## src/rtl/dm_present_pkg.sv

```systemverilog
// dm_present_pkg: PRESENT S-box, bit permutation, key schedules and chain FSM encodings
package dm_present_pkg;
  localparam logic [1:0] IDLE = 2'd0;
  localparam logic [1:0] ENC = 2'd1;
  localparam logic [1:0] OUT = 2'd2;
  localparam int RND_W = 6;
  localparam logic [63:0] SBOX = 64'h21748FE3DA09B65C;
  function automatic logic [3:0] sbox(input logic [3:0] x);
    return SBOX[{x, 2'b00} +: 4];
  endfunction
  function automatic logic [63:0] s_layer(input logic [63:0] s);
    logic [63:0] r;
    for (int n = 0; n < 16; n++) r[4*n +: 4] = sbox(s[4*n +: 4]);
    return r;
  endfunction
  function automatic logic [63:0] p_layer(input logic [63:0] s);
    logic [63:0] r;
    for (int i = 0; i < 64; i++) r[(i % 4) * 16 + i / 4] = s[i];
    return r;
  endfunction
  function automatic logic [79:0] ks80(input logic [79:0] k, input logic [4:0] rc);
    logic [79:0] r;
    r = {k[18:0], k[79:19]};
    r[79:76] = sbox(r[79:76]);
    r[19:15] = r[19:15] ^ rc;
    return r;
  endfunction
  function automatic logic [127:0] ks128(input logic [127:0] k, input logic [4:0] rc);
    logic [127:0] r;
    r = {k[66:0], k[127:67]};
    r[127:124] = sbox(r[127:124]);
    r[123:120] = sbox(r[123:120]);
    r[66:62] = r[66:62] ^ rc;
    return r;
  endfunction
endpackage

```

## src/rtl/dm_present_chain_core.sv

```systemverilog
// present_enc_core: iterative PRESENT encryptor, one round per cycle
//   start/pt/key load a new encryption; done pulses once when ct is valid,
//   ct stays stable until the next start.
module present_enc_core
  import dm_present_pkg::*;
#(
  parameter int KEY_W = 80,
  parameter int ROUNDS = 31
) (
  input  logic             clk,
  input  logic             rst,
  input  logic             start,
  input  logic [63:0]      pt,
  input  logic [KEY_W-1:0] key,
  output logic [63:0]      ct,
  output logic             done
);
  logic [63:0] st_q;
  logic [KEY_W-1:0] k_q, k_nxt;
  logic [RND_W-1:0] rnd_q;
  logic run_q, done_q;
  logic [63:0] rk;
  assign rk = k_q[KEY_W-1 -: 64];
  if (KEY_W == 80) begin : g_k80
    assign k_nxt = ks80(k_q, rnd_q[4:0]);
  end else if (KEY_W == 128) begin : g_k128
    assign k_nxt = ks128(k_q, rnd_q[4:0]);
  end else begin : g_bad
    $error("KEY_W must be 80 or 128");
  end
  // After the last round the key register already holds the final round key.
  assign ct = st_q ^ rk;
  assign done = done_q;
  always_ff @(posedge clk) begin
    if (rst) begin
      st_q <= '0;
      k_q <= '0;
      rnd_q <= '0;
      run_q <= 1'b0;
      done_q <= 1'b0;
    end else begin
      done_q <= 1'b0;
      if (start) begin
        st_q <= pt;
        k_q <= key;
        rnd_q <= RND_W'(1);
        run_q <= 1'b1;
      end else if (run_q) begin
        if (rnd_q == RND_W'(ROUNDS + 1)) begin
          run_q <= 1'b0;
          done_q <= 1'b1;
        end else begin
          st_q <= p_layer(s_layer(st_q ^ rk));
          k_q <= k_nxt;
          rnd_q <= rnd_q + 1'b1;
        end
      end
    end
  end
endmodule

```

## src/rtl/dm_present_chain.sv

```systemverilog
// dm_present_chain: streamed Davies-Meyer hash over PRESENT, H_i = E_Mi(H_i-1) ^ H_i-1
//   msg_valid/msg_ready/msg_block/msg_last: message block input handshake
//   digest_valid/digest_ready/digest: final chaining value output handshake
//   block_cnt: saturating count of blocks absorbed; busy: not IDLE
module dm_present_chain
  import dm_present_pkg::*;
#(
  parameter int          KEY_W  = 80,
  parameter logic [63:0] IV     = 64'h0,
  parameter int          ROUNDS = 31,
  parameter int          CNT_W  = 16
) (
  input  logic             clk,
  input  logic             rst,
  input  logic             msg_valid,
  output logic             msg_ready,
  input  logic [KEY_W-1:0] msg_block,
  input  logic             msg_last,
  output logic             digest_valid,
  input  logic             digest_ready,
  output logic [63:0]      digest,
  output logic [CNT_W-1:0] block_cnt,
  output logic             busy
);
  logic [1:0] st_q, st_d;
  logic [63:0] chain_q, chain_d, dig_q, dig_d, ct;
  logic last_q, last_d, dvld_q, dvld_d, accept, core_done;
  logic [CNT_W-1:0] cnt_q, cnt_d;
  assign msg_ready = st_q == IDLE;
  assign accept = msg_valid && msg_ready;
  assign busy = st_q != IDLE;
  assign digest_valid = dvld_q;
  assign digest = dig_q;
  assign block_cnt = cnt_q;
  present_enc_core #(.KEY_W(KEY_W), .ROUNDS(ROUNDS)) u_core (
    .clk(clk),
    .rst(rst),
    .start(accept),
    .pt(chain_q),
    .key(msg_block),
    .ct(ct),
    .done(core_done)
  );
  always_comb begin
    st_d = st_q;
    chain_d = chain_q;
    dig_d = dig_q;
    last_d = last_q;
    dvld_d = dvld_q;
    cnt_d = cnt_q;
    if (accept) begin
      st_d = ENC;
      last_d = msg_last;
      cnt_d = &cnt_q ? cnt_q : cnt_q + 1'b1;
    end
    if (st_q == ENC && core_done) begin
      chain_d = ct ^ chain_q;
      st_d = last_q ? OUT : IDLE;
      dig_d = last_q ? ct ^ chain_q : dig_q;
      dvld_d = last_q;
    end
    if (st_q == OUT && digest_ready) begin
      st_d = IDLE;
      dvld_d = 1'b0;
      chain_d = IV;
      cnt_d = '0;
    end
  end
  always_ff @(posedge clk) begin
    if (rst) begin
      st_q <= IDLE;
      chain_q <= IV;
      dig_q <= '0;
      last_q <= 1'b0;
      dvld_q <= 1'b0;
      cnt_q <= '0;
    end else begin
      st_q <= st_d;
      chain_q <= chain_d;
      dig_q <= dig_d;
      last_q <= last_d;
      dvld_q <= dvld_d;
      cnt_q <= cnt_d;
    end
  end
endmodule

```

## config.mk

```make
export PLATFORM = sky130hd
export DESIGN_NAME = dm_present_chain
export DESIGN_NICKNAME = d
export VERILOG_FILES = /design/src/rtl/dm_present_pkg.sv /design/src/rtl/dm_present_chain_core.sv /design/src/rtl/dm_present_chain.sv
export SDC_FILE = /design/constraint.sdc
export NUM_CORES = 1
export LEC_CHECK = 0
export CAP_MARGIN = 20
export CORE_AREA = 2 2 280 171
export CTS_BUF_LIST = sky130_fd_sc_hd__clkbuf_8
export CTS_CLUSTER_DIAMETER = 30
export DETAILED_ROUTE_END_ITERATION = 7
export DIE_AREA = 0 0 282 173
export GPL_TIMING_DRIVEN = 0
export PLACE_DENSITY = 0.63
export RECOVER_POWER = 100
export SYNTH_ARGS = -nofsm -noshare
export SYNTH_HDL_FRONTEND = slang
export SYNTH_HIERARCHICAL = 1
export SYNTH_SLANG_ARGS = --single-unit
```

## constraint.sdc

```tcl
create_clock -name clk -period 3.4 [get_ports clk]
set_clock_uncertainty 0.1 [all_clocks]
set_input_delay 0.85 -clock clk [delete_from_list [all_inputs] [get_ports clk]]
set_output_delay 0.85 -clock clk [all_outputs]
set_load 0.02 [all_outputs]
```

==> run summary <==
Final hold vios -> 0
RSZ-0062 raised after global routing -> no
Final critical-path share of the clock period -> 0.972
WL/cell -> 23.4 microns
CP arrival -> 3.80 ns
TritonCTS Buffers -> 59
Worst Hold End -> u_core/k_q[5]$_SDFFE_PP0P_
Synthesized area per cell -> 8.40 sq um
Dpl ws -> -0.673 ns
Routed vias -> 15.2k
Pwr dens -> 556 nW/um^2
Core area -> 46,000 sq um
Layout Nets -> 2,284
Global route overflow -> 0
Crit path kind -> input pin to flip-flop
Setup WS post-layout -> 0.0938 ns
XOR/XNOR share of the synthesized area -> 0.138
Area grow syn2layout -> 24.5%
Antenna violations before repair -> 4
Die H -> 173 microns
All-Layer GR Usage -> 0.266
Post-synth top cells -> nand2_1, dfxtp_1, nor2_1, xor2_1, a311oi_1
CP max stage delay -> 0.68 ns
Max-Cap Viols -> 1
Post-synth net total -> 2,054
CTS Buffer Depth -> 3
Leak pwr -> 7.70 nW
Simple-Gate Fraction of Synth Area -> 0.172
Root Buffer -> clkbuf_8
Most frequent CP cell -> clkbuf_1
Drt total wl -> 66,100 microns
Largest net degree at the start of global routing -> 17
Cells after DPL -> 2,712
Sequential area share after synthesis -> 0.374
GPL Wtd Cong -> 0.974
Post-DRT Antenna Nets -> 0
VDD IR max -> 0.268 mV
Worst-path maximum fanout -> 10
Startpoint Class -> input pin
CTS tree -> done
Worst path required time -> 3.89 ns
Post-Syn Area -> 16,100 sq um
Hold slack -> 0.382 ns
Setup TNS -> 0 ns
HP Class -> flip-flop to flip-flop
Most instantiated library cell after synthesis -> nand2_1
CP bufs+invs -> 5
F_max -> 302 MHz
CP delay by family, top -> buffers and inverters
Crit path cell chain -> clkdlybuf4s50_1 > or3b_1 > buf_6 > inv_1 > clkbuf_1 > clkbuf_1 > nand2_1 > o22ai_1
Top cell type by total area after synthesis -> dfxtp_1
Final std cells w/o fill -> 2,824
Worst hold start -> u_core/k_q[5]$_SDFFE_PP0P_
Worst slew pin tran -> 1.52 ns
Failing checks -> capacitance limit, slew limit
Final max-slew violation count -> 11
Total power -> 0.0111 W
Port bufs -> 167
Initial DRC count -> 1,514
Final setup viols -> 0
R2r endpoint -> u_core/st_q[57]$_SDFFE_PP0P_
Post-synthesis compound-gate area fraction -> 0.172
Netlist cell types -> 64
Vias in the first global route -> 14.3k
Adder-cell share of the synthesized area -> 0.0436
# fillers -> 4,598
DIE AREA -> 48,800 sq um
Max-slew headroom -> -0.0135
FP Rows -> 61
Crit path time final -> 3.31 ns
FF+latch count, synth -> 300
Ports -> 168
Status -> complete, but fails checks
Main synth FF type -> dfxtp_1
Via density -> 5.38
Reg2Reg Depth -> 7
Share of cells above drive strength 1 -> 0.0849
Post-DP HPWL -> 51,400 microns
Reg-to-reg critical path startpoint -> u_core/k_q[53]$_SDFFE_PP0P_
First-pass GRT wire length -> 95,100 microns
Post-synth EDFFs -> 0
Clk_lat worst skew -> 0.66 ns
Cts hold-fix bufs -> 0
H-tree lvl count -> 2
Pre-Repair DR Iteration Count -> 5
Area contributors post-synth -> dfxtp_1, nand2_1, xor2_1, nor2_1, a311oi_1
Slowest stage cell, crit path -> clkbuf_1
CTS sink cnt -> 300
CP endpoint kind -> flip-flop
Main combinational cell family by area after synthesis -> compound AO/OA/AOI/OAI gates
Yosys warns -> 6
Clock transition at the registers of the reported paths -> 0.07 ns
Residual DRC -> 0
Starting Density -> 0.349
Fraction of synthesized area in multiplexers -> 0.0444
Top-area cell type share of the netlist area -> 0.374
Die Wd -> 282 microns
Flop2flop setup slack -> 0.40 ns
Async S/R FF share, synth -> 0
Hold depth -> 2
Post-Syn Instances -> 1,913
Setup bufs post-CTS -> 0
cell usage in the layout, fill, tap and decap left out, types with 6 or more instances in the layout:
| cell | count |
|---|---|
| a311oi_1 | 95 |
| xor2_2 | 11 |
| buf_2 | 12 |
| and2_1 | 6 |
| buf_4 | 8 |
| a211o_1 | 11 |
| o22ai_1 | 14 |
| clkbuf_1 | 90 |
| mux2i_1 | 15 |
| mux4_1 | 6 |
| o21ai_0 | 48 |
| bufinv_16 | 10 |
| nor3_1 | 19 |
| xnor2_1 | 88 |
| or4_1 | 6 |
| nand2_1 | 325 |
| dlygate4sd3_1 | 84 |
| mux4_2 | 16 |
| nand4_1 | 6 |
| nor2_1 | 293 |
| inv_1 | 84 |
| buf_6 | 10 |
| dfxtp_1 | 300 |
| nand3_1 | 10 |
| ha_1 | 56 |
| a21oi_1 | 53 |
| clkdlybuf4s50_1 | 83 |
| a211oi_1 | 94 |
| clkinv_2 | 11 |
| o211ai_1 | 14 |
| o31ai_1 | 8 |
| clkbuf_8 | 69 |
| xor2_1 | 135 |
| clkinvlp_4 | 7 |
| o21bai_1 | 7 |
worst reg2reg max path, delay by kind of cell (launching register included):
kind	cells	cell delay [ns]
compound gates	3	1.22
xor+xnor	1	0.47
fa+ha+maj	1	0.33
buf+inv	1	0.12
flops	1	0.51
simple gates	1	0.10
cell families (layout without fill, tap and decap cells):
logic type                 Yosys count  in the layout
adders and majority gates           56             56
AOI/OAI and AO/OA                  381            381
xor gates and xnor gates           239            239
other                                0              2
buffers and inverters              208            487
muxes                               41             41
and+or+nand+nor                    688            688
DFF                                300            300
layout make-up:
type / instances / area (sq um) / share of cell area
Antenna cell: 2 / 5.00 / 0.000250
Buffer: 126 / 598 / 0.0299
Clock buffer: 69 / 950 / 0.0474
Clock inverter: 41 / 497 / 0.0248
Inverter: 82 / 308 / 0.0154
Multi-Input combinational cell: 1405 / 9160 / 0.457
Sequential cell: 300 / 6010 / 0.300
Tap cell: 630 / 788 / 0.0394
Timing Repair Buffer: 169 / 1710 / 0.0854
stage by stage:
| stage | cell area (sq um) | util |
|---|---|---|
| floorplan | 16100 | - |
| global placement | 18500 | 0.403 |
| detailed placement | 18600 | 0.404 |
| CTS | 20000 | 0.435 |
| global route | 20000 | 0.435 |
| finish | 20000 | 0.435 |
routing by layer:
| metal | global-route usage | vias to the layer above | wire length, microns |
|---|---|---|---|
| met5 | 0 | - | 14 |
| met1 | 0.384 | 7355 | 29400 |
| met2 | 0.377 | 639 | 27200 |
| met3 | 0.0803 | 108 | 7660 |
| met4 | 0.0773 | 2 | 1810 |
| li1 | - | 7078 | - |
state kept, by name (all words and copies together) (netlist names):
name          flops
block_cnt        16
chain_q          64
digest           64
digest_valid      1
last_q            1
st_q              2
u_core/done       1
u_core/k_q       80
u_core/rnd_q      6
u_core/run_q      1
u_core/st_q      64
what timing repair did:
action                     CTS  global route
gates resized for setup      0            10
hold endpoints to repair     0             0
setup endpoints to repair    0            15
worst max-delay path by stage:
stage,start,endpoint,cells past startpoint
2_1_floorplan,msg_valid,block_cnt[13]$_SDFFE_PP0P_,6
3_3_place_gp,msg_valid,u_core/k_q[74]$_SDFFE_PP0P_,9
3_5_place_dp,msg_valid,u_core/k_q[74]$_SDFFE_PP0P_,9
4_1_cts,msg_valid,u_core/k_q[74]$_SDFFE_PP0P_,9
5_1_grt,rst,chain_q[21]$_SDFFE_PP0P_,6
6_report,msg_valid,u_core/st_q[53]$_SDFFE_PP0P_,8
power by group:
group,internal [W],switching [W],leakage (nW)
Combinational,0.000995,0.00169,4.50
Clock,0.00265,0.00183,0.749
Sequential,0.00369,0.000264,2.45
Power figures use the tool's default switching activity.
==> RTL edit 1: new RTL, same settings <==
Set the parameter `CNT_W` to 32 (it was 16).
--- a/src/rtl/dm_present_chain.sv
+++ b/src/rtl/dm_present_chain.sv
@@ -8,7 +8,7 @@
   parameter int          KEY_W  = 80,
   parameter logic [63:0] IV     = 64'h0,
   parameter int          ROUNDS = 31,
-  parameter int          CNT_W  = 16
+  parameter int          CNT_W  = 32
 ) (
   input  logic             clk,
   input  logic             rst,
Interface: changed (resized block_cnt); port bits go from 168 to 184. The function was not compared with the original's and may differ.
==> RTL edit 1 against the original RTL <==
  * Critical path depth unchanged
  * Count of clock-buffer cells in the layout rose by 16
  * Combinational power down 2%
  * Final area up 5.2%
  * Worst setup slack better by 0.10 ns
  * Hold slack worse by 0.0058 ns
  * Power is 3.0% higher
  * Cell count rose by 4.5%
  * Non-clock buffer count up 18
  * Global-route usage is essentially flat
  * Wire length is 0.57% lower
  * Sequential cell count rose by 16
  * Synthesized area rose by 5.0%
==> RTL edit 1: results (changes against the original RTL) <==
- Fill cells: 4492 (was 4598)
- Status: complete, no violations (was finished, violations left)
- H-tree level count: 3 (was 2)
- Yosys warns: 6 (unchanged)
- Grt met2 use: 0.3656 (was 0.3766)
- GRT Total Usage: 0.2652 (was 0.2657)
- Commonest cells in the synthesized netlist: 327 x nand2_1, 316 x dfxtp_1, 296 x nor2_1 (was 325 x nand2_1, 300 x dfxtp_1, 293 x nor2_1)
- Post-Route WL: 65700 microns (was 66080 microns)
- Leakage power: 8.083 nW (was 7.696 nW)
- Crit path max fanout: 13 (was 10)
- Largest net degree at the start of global routing: 14 (was 17)
- Dpl hpwl: 51470 microns (was 51410 microns)
- Slew @ Worst Pin: 1.066 ns (was 1.520 ns)
- Synthesized Nets: 2149 (was 2054)
- Layout net count: 2407 (was 2284)
- Placer Congestion: 1.006 (was 0.9738)
- CP max stage delay: 0.72 ns (was 0.68 ns)
- Post-synthesis sequential area ratio: 0.3748 (was 0.3736)
- Post_cts resized: 0 (unchanged)
- Global-route met1 utilization: 0.3830 (was 0.3836)
- Top reg by flops: u_core/k_q (unchanged)
- Arr. time, crit path: 3.64 ns (was 3.80 ns)
- Vias in the first global route: 15.33k (was 14.34k)
- Biggest area contributors in the synthesized netlist: dfxtp_1 37%, nand2_1 7.3%, xor2_1 7.1% (was dfxtp_1 37%, nand2_1 7.6%, xor2_1 7.4%)
- DR vias: 16.23k (was 15.18k)
- Root buf cell: clkbuf_8 (unchanged)
- Share of post-route cells with drive strength above 1: 0.08624 (was 0.08485)
- Clock Pin Slew Worst Setup and Hold Paths: 0.07 ns (about the same)
- # Post-CTS Setup Buffers: 0 (unchanged)
- I/O Buffers: 183 (was 167)
- Number of buffers created by CTS: 70 (was 59)
- Global-route wire length before repair: 96740 microns (was 95120 microns)
- Worst Hold Class: reg2reg (unchanged)
- GRT met3 Usage: 0.09296 (was 0.08026)
- Max VDD drop: 0.2526 mV (was 0.2679 mV)
- Internal power: 7.628 mW (was 7.344 mW)
- First-pass detailed-route iteration total: 6 (was 5)
- Worst-Skew Late Latency: 0.64 ns (was 0.66 ns)
- Max FFs per register: 80 (unchanged)
- Synth cell types: 70 (was 64)
- Post-synth EDFFs: 0 (unchanged)
- Initial DRC count: 1823 (was 1514)
[RTL edit 1: cell count changes after synthesis, moves of 6 or more]
cell	before	now
nand4_1	6	12
nand3_1	10	18
a21oi_1	53	68
or3_1	2	12
dfxtp_1	300	316
o21ai_0	48	61
or4_1	6	13
[RTL edit 1: layer usage]
metal / wire length, microns / share of wire
met1: 29720 / 0.45
met2: 26590 / 0.40
met3: 7623 / 0.12
met4: 1752 / 0.027
met5: 14 / 0.00021
[RTL edit 1: worst max-delay path: cells and delay by family]
kind          cells  cell delay, ns
buf+inv           5            2.14
simple gates      3            0.62
[RTL edit 1: metrics by stage]
stage,setup WS [ns],cells,hold slack (ns),utilization,instance area (sq um)
after global placement,-0.1905,2821,0.3691,0.4237,19500
after detailed placement,-0.1508,2822,0.3802,0.4240,19520
after global routing,0.1427,2949,0.4156,0.4573,21050
after CTS,0.5137,2947,0.3834,0.4577,21070
after floorplan,1.085,2008,0.3444,-,16880
final,0.1952,2950,0.3766,0.4573,21050
[RTL edit 1: cells by family (layout without fill, tap and decap cells)]
group,count (synthesis),in the layout,share of synthesized area
and+or+nand+nor,732,732,0.1817
xor gates and xnor gates,241,241,0.1322
other,0,1,0
muxes,38,38,0.04047
DFF,316,316,0.3748
buffers and inverters,210,521,0.05493
AOI/OAI and AO/OA,415,415,0.1745
adders and majority gates,56,56,0.04151
[RTL edit 1: final timing paths]
| path | from | end | slack (ns) | cells past startpoint |
|---|---|---|---|---|
| setup reg to reg | st_q[1] | u_core/st_q[34] | 0.29 | 8 |
| hold / removal | u_core/k_q[5] | u_core/k_q[66] | 0.38 | 2 |
| setup / recovery | msg_valid | u_core/st_q[34] | 0.20 | 8 |
| hold reg to reg | u_core/k_q[5] | u_core/k_q[66] | 0.38 | 2 |
[RTL edit 1: area by class of cell]
type | count | area, sq um | share of cell area
Clock buffer | 85 | 1170 | 0.05558
Clock inverter | 40 | 380.4 | 0.01807
Tap cell | 630 | 788.3 | 0.03745
Multi-Input combinational cell | 1482 | 9609 | 0.4565
Antenna cell | 1 | 2.502 | 0.0001189
Inverter | 83 | 311.5 | 0.01480
Sequential cell | 316 | 6326 | 0.3006
Buffer | 127 | 596.8 | 0.02836
Timing Repair Buffer | 186 | 1863 | 0.08852
[RTL edit 1: power groups by stage]
stage                     combinational, mW  clock [mW]  sequential [mW]
after floorplan                        1.70           0             4.10
after global placement                 2.49           0             4.22
after detailed placement               2.54           0             4.22
after CTS                              2.56        4.75             4.14
after global routing                   2.82        4.93             4.16
final                                  2.64        4.66             4.16
==> RTL edit 2: new RTL, same settings <==
Made on the original files. Reset style: asynchronous (`rst`), changed in 2 clocked blocks.
--- a/src/rtl/dm_present_chain_core.sv
+++ b/src/rtl/dm_present_chain_core.sv
@@ -31,7 +31,7 @@
   // After the last round the key register already holds the final round key.
   assign ct = st_q ^ rk;
   assign done = done_q;
-  always_ff @(posedge clk) begin
+  always_ff @(posedge clk or posedge rst) begin
     if (rst) begin
       st_q <= '0;
       k_q <= '0;
--- a/src/rtl/dm_present_chain.sv
+++ b/src/rtl/dm_present_chain.sv
@@ -66,7 +66,7 @@
       cnt_d = '0;
     end
   end
-  always_ff @(posedge clk) begin
+  always_ff @(posedge clk or posedge rst) begin
     if (rst) begin
       st_q <= IDLE;
       chain_q <= IV;
Formal check against the unedited RTL: differs if rst is asserted again (counterexample within 4 cycles, from zero or initial values and one cycle with rst high); with rst held inactive, the same outputs for 4 cycles.
==> RTL edit 2 against the original RTL <==
  * The run still ends with capacitance limit, slew limit left
  * Sequential share of layout area is 5.9 points higher
  * Final area is 4.4% higher
  * Synthesized area is 5.4% higher
  * First-iteration DRC count is 13% higher
  * Worst setup slack worse by 0.063 ns
  * Critical path depth is 1 higher
  * Non-clock buffer count is 22 lower
  * Sequential cell count stayed put
  * Wire length is 5.9% lower
  * Highest routed layer unchanged
Power is not shown: default switching activity piles up to over one toggle a cycle in this logic, so the estimate is an artifact.
==> RTL edit 2: results (changes against the original RTL) <==
- Status: finished, violations left (unchanged)
- Failing checks: capacitance limit, slew limit (unchanged)
- Slew @ Worst Pin: 1.643 ns (was 1.520 ns)
- ANT cells: 0 (was 2)
- Total of max-cap violations: 1 (unchanged)
- Layout net count: 2204 (was 2284)
- Commonest cells in the synthesized netlist: 300 x dfrtp_1, 292 x nand2_1, 250 x o21ai_0 (was 325 x nand2_1, 300 x dfxtp_1, 293 x nor2_1)
- Hold EP: digest_valid (was u_core/k_q[5])
- Average wire per standard cell: 22.70 microns (was 23.40 microns)
- Largest net degree at the start of global routing: 42 (was 17)
- Synthesized Nets: 1965 (was 2054)
- Pins Over Slew Limit: 36 (was 11)
- Cell count after placement: 2630 (was 2712)
- GRT Total Usage: 0.2543 (was 0.2657)
- Reg-to-Reg Start: st_q[0] (was u_core/k_q[53])
- Async SR Flop Fraction: 1.000 (was 0)
- Dpl hpwl: 48300 microns (was 51410 microns)
- Post-synthesis sequential area ratio: 0.4429 (was 0.3736)
- Critical Path End: u_core/st_q[0] (was u_core/st_q[53])
- Worst reg2reg path depth: 8 (was 7)
- Number of buffers created by CTS: 61 (was 59)
- Initial DRC count: 1711 (was 1514)
- R2r setup slk: 0.23 ns (was 0.40 ns)
- Placer Congestion: 0.9721 (was 0.9738)
- Via density: 5.452 (was 5.376)
- Synth cell types: 53 (was 64)
- Arr. time, crit path: 3.81 ns (was 3.80 ns)
- Post-place setup slack: -0.7789 ns (was -0.6731 ns)
- Worst Hold Launch: digest_valid (was u_core/k_q[5])
[RTL edit 2: worst max-delay path, cell delays in order]
cell and delay, ns:
clkdlybuf4s50_1 0.46, or3b_4 0.40, inv_1 0.15, buf_2 0.31, buf_2 0.28, clkbuf_1 0.33, clkbuf_1 0.75, a21oi_1 0.09
a21oi_1 0.18
[RTL edit 2: through the flow]
step	cell area [sq um]	hold WS, ns
2_1_floorplan	16960	0.3439
3_3_place_gp	19420	0.3624
3_5_place_dp	19590	0.3683
4_1_cts	20980	0.3821
5_1_grt	20890	0.3976
6_report	20890	0.3688
[RTL edit 2: timing repair]
item | CTS | global route
buffers inserted | 0 | 0
pin swaps | 0 | 0
endpoints found under the setup margin | 6 | 1
gates resized for setup | 1 | 2
[RTL edit 2: routing by layer]
layer,GRT usage,share of wire,routed length [microns],vias to the layer above
li1,-,-,-,6770
met1,0.3714,0.45,27940,7374
met2,0.3405,0.40,24880,681
met3,0.09782,0.12,7409,111
met4,0.08134,0.031,1958,2
met5,0,0.00021,13,-
[RTL edit 2: layout make-up]
class | instances | area [sq um]
Clock buffer | 77 | 1060
Sequential cell | 300 | 7507
Inverter | 87 | 329.1
Multi-Input combinational cell | 1340 | 8690
Clock inverter | 33 | 329.1
Tap cell | 630 | 788.3
Buffer | 97 | 427.9
Timing Repair Buffer | 176 | 1755
Fill cell | 4458 | 25140
[RTL edit 2: logic make-up after synthesis]
family / share of synthesized area
muxes: 0.08083
DFF: 0.4429
adders and majority gates: 0.04134
AOI/OAI and AO/OA: 0.1794
and+or+nand+nor: 0.1194
xor gates and xnor gates: 0.09161
buffers and inverters: 0.04444
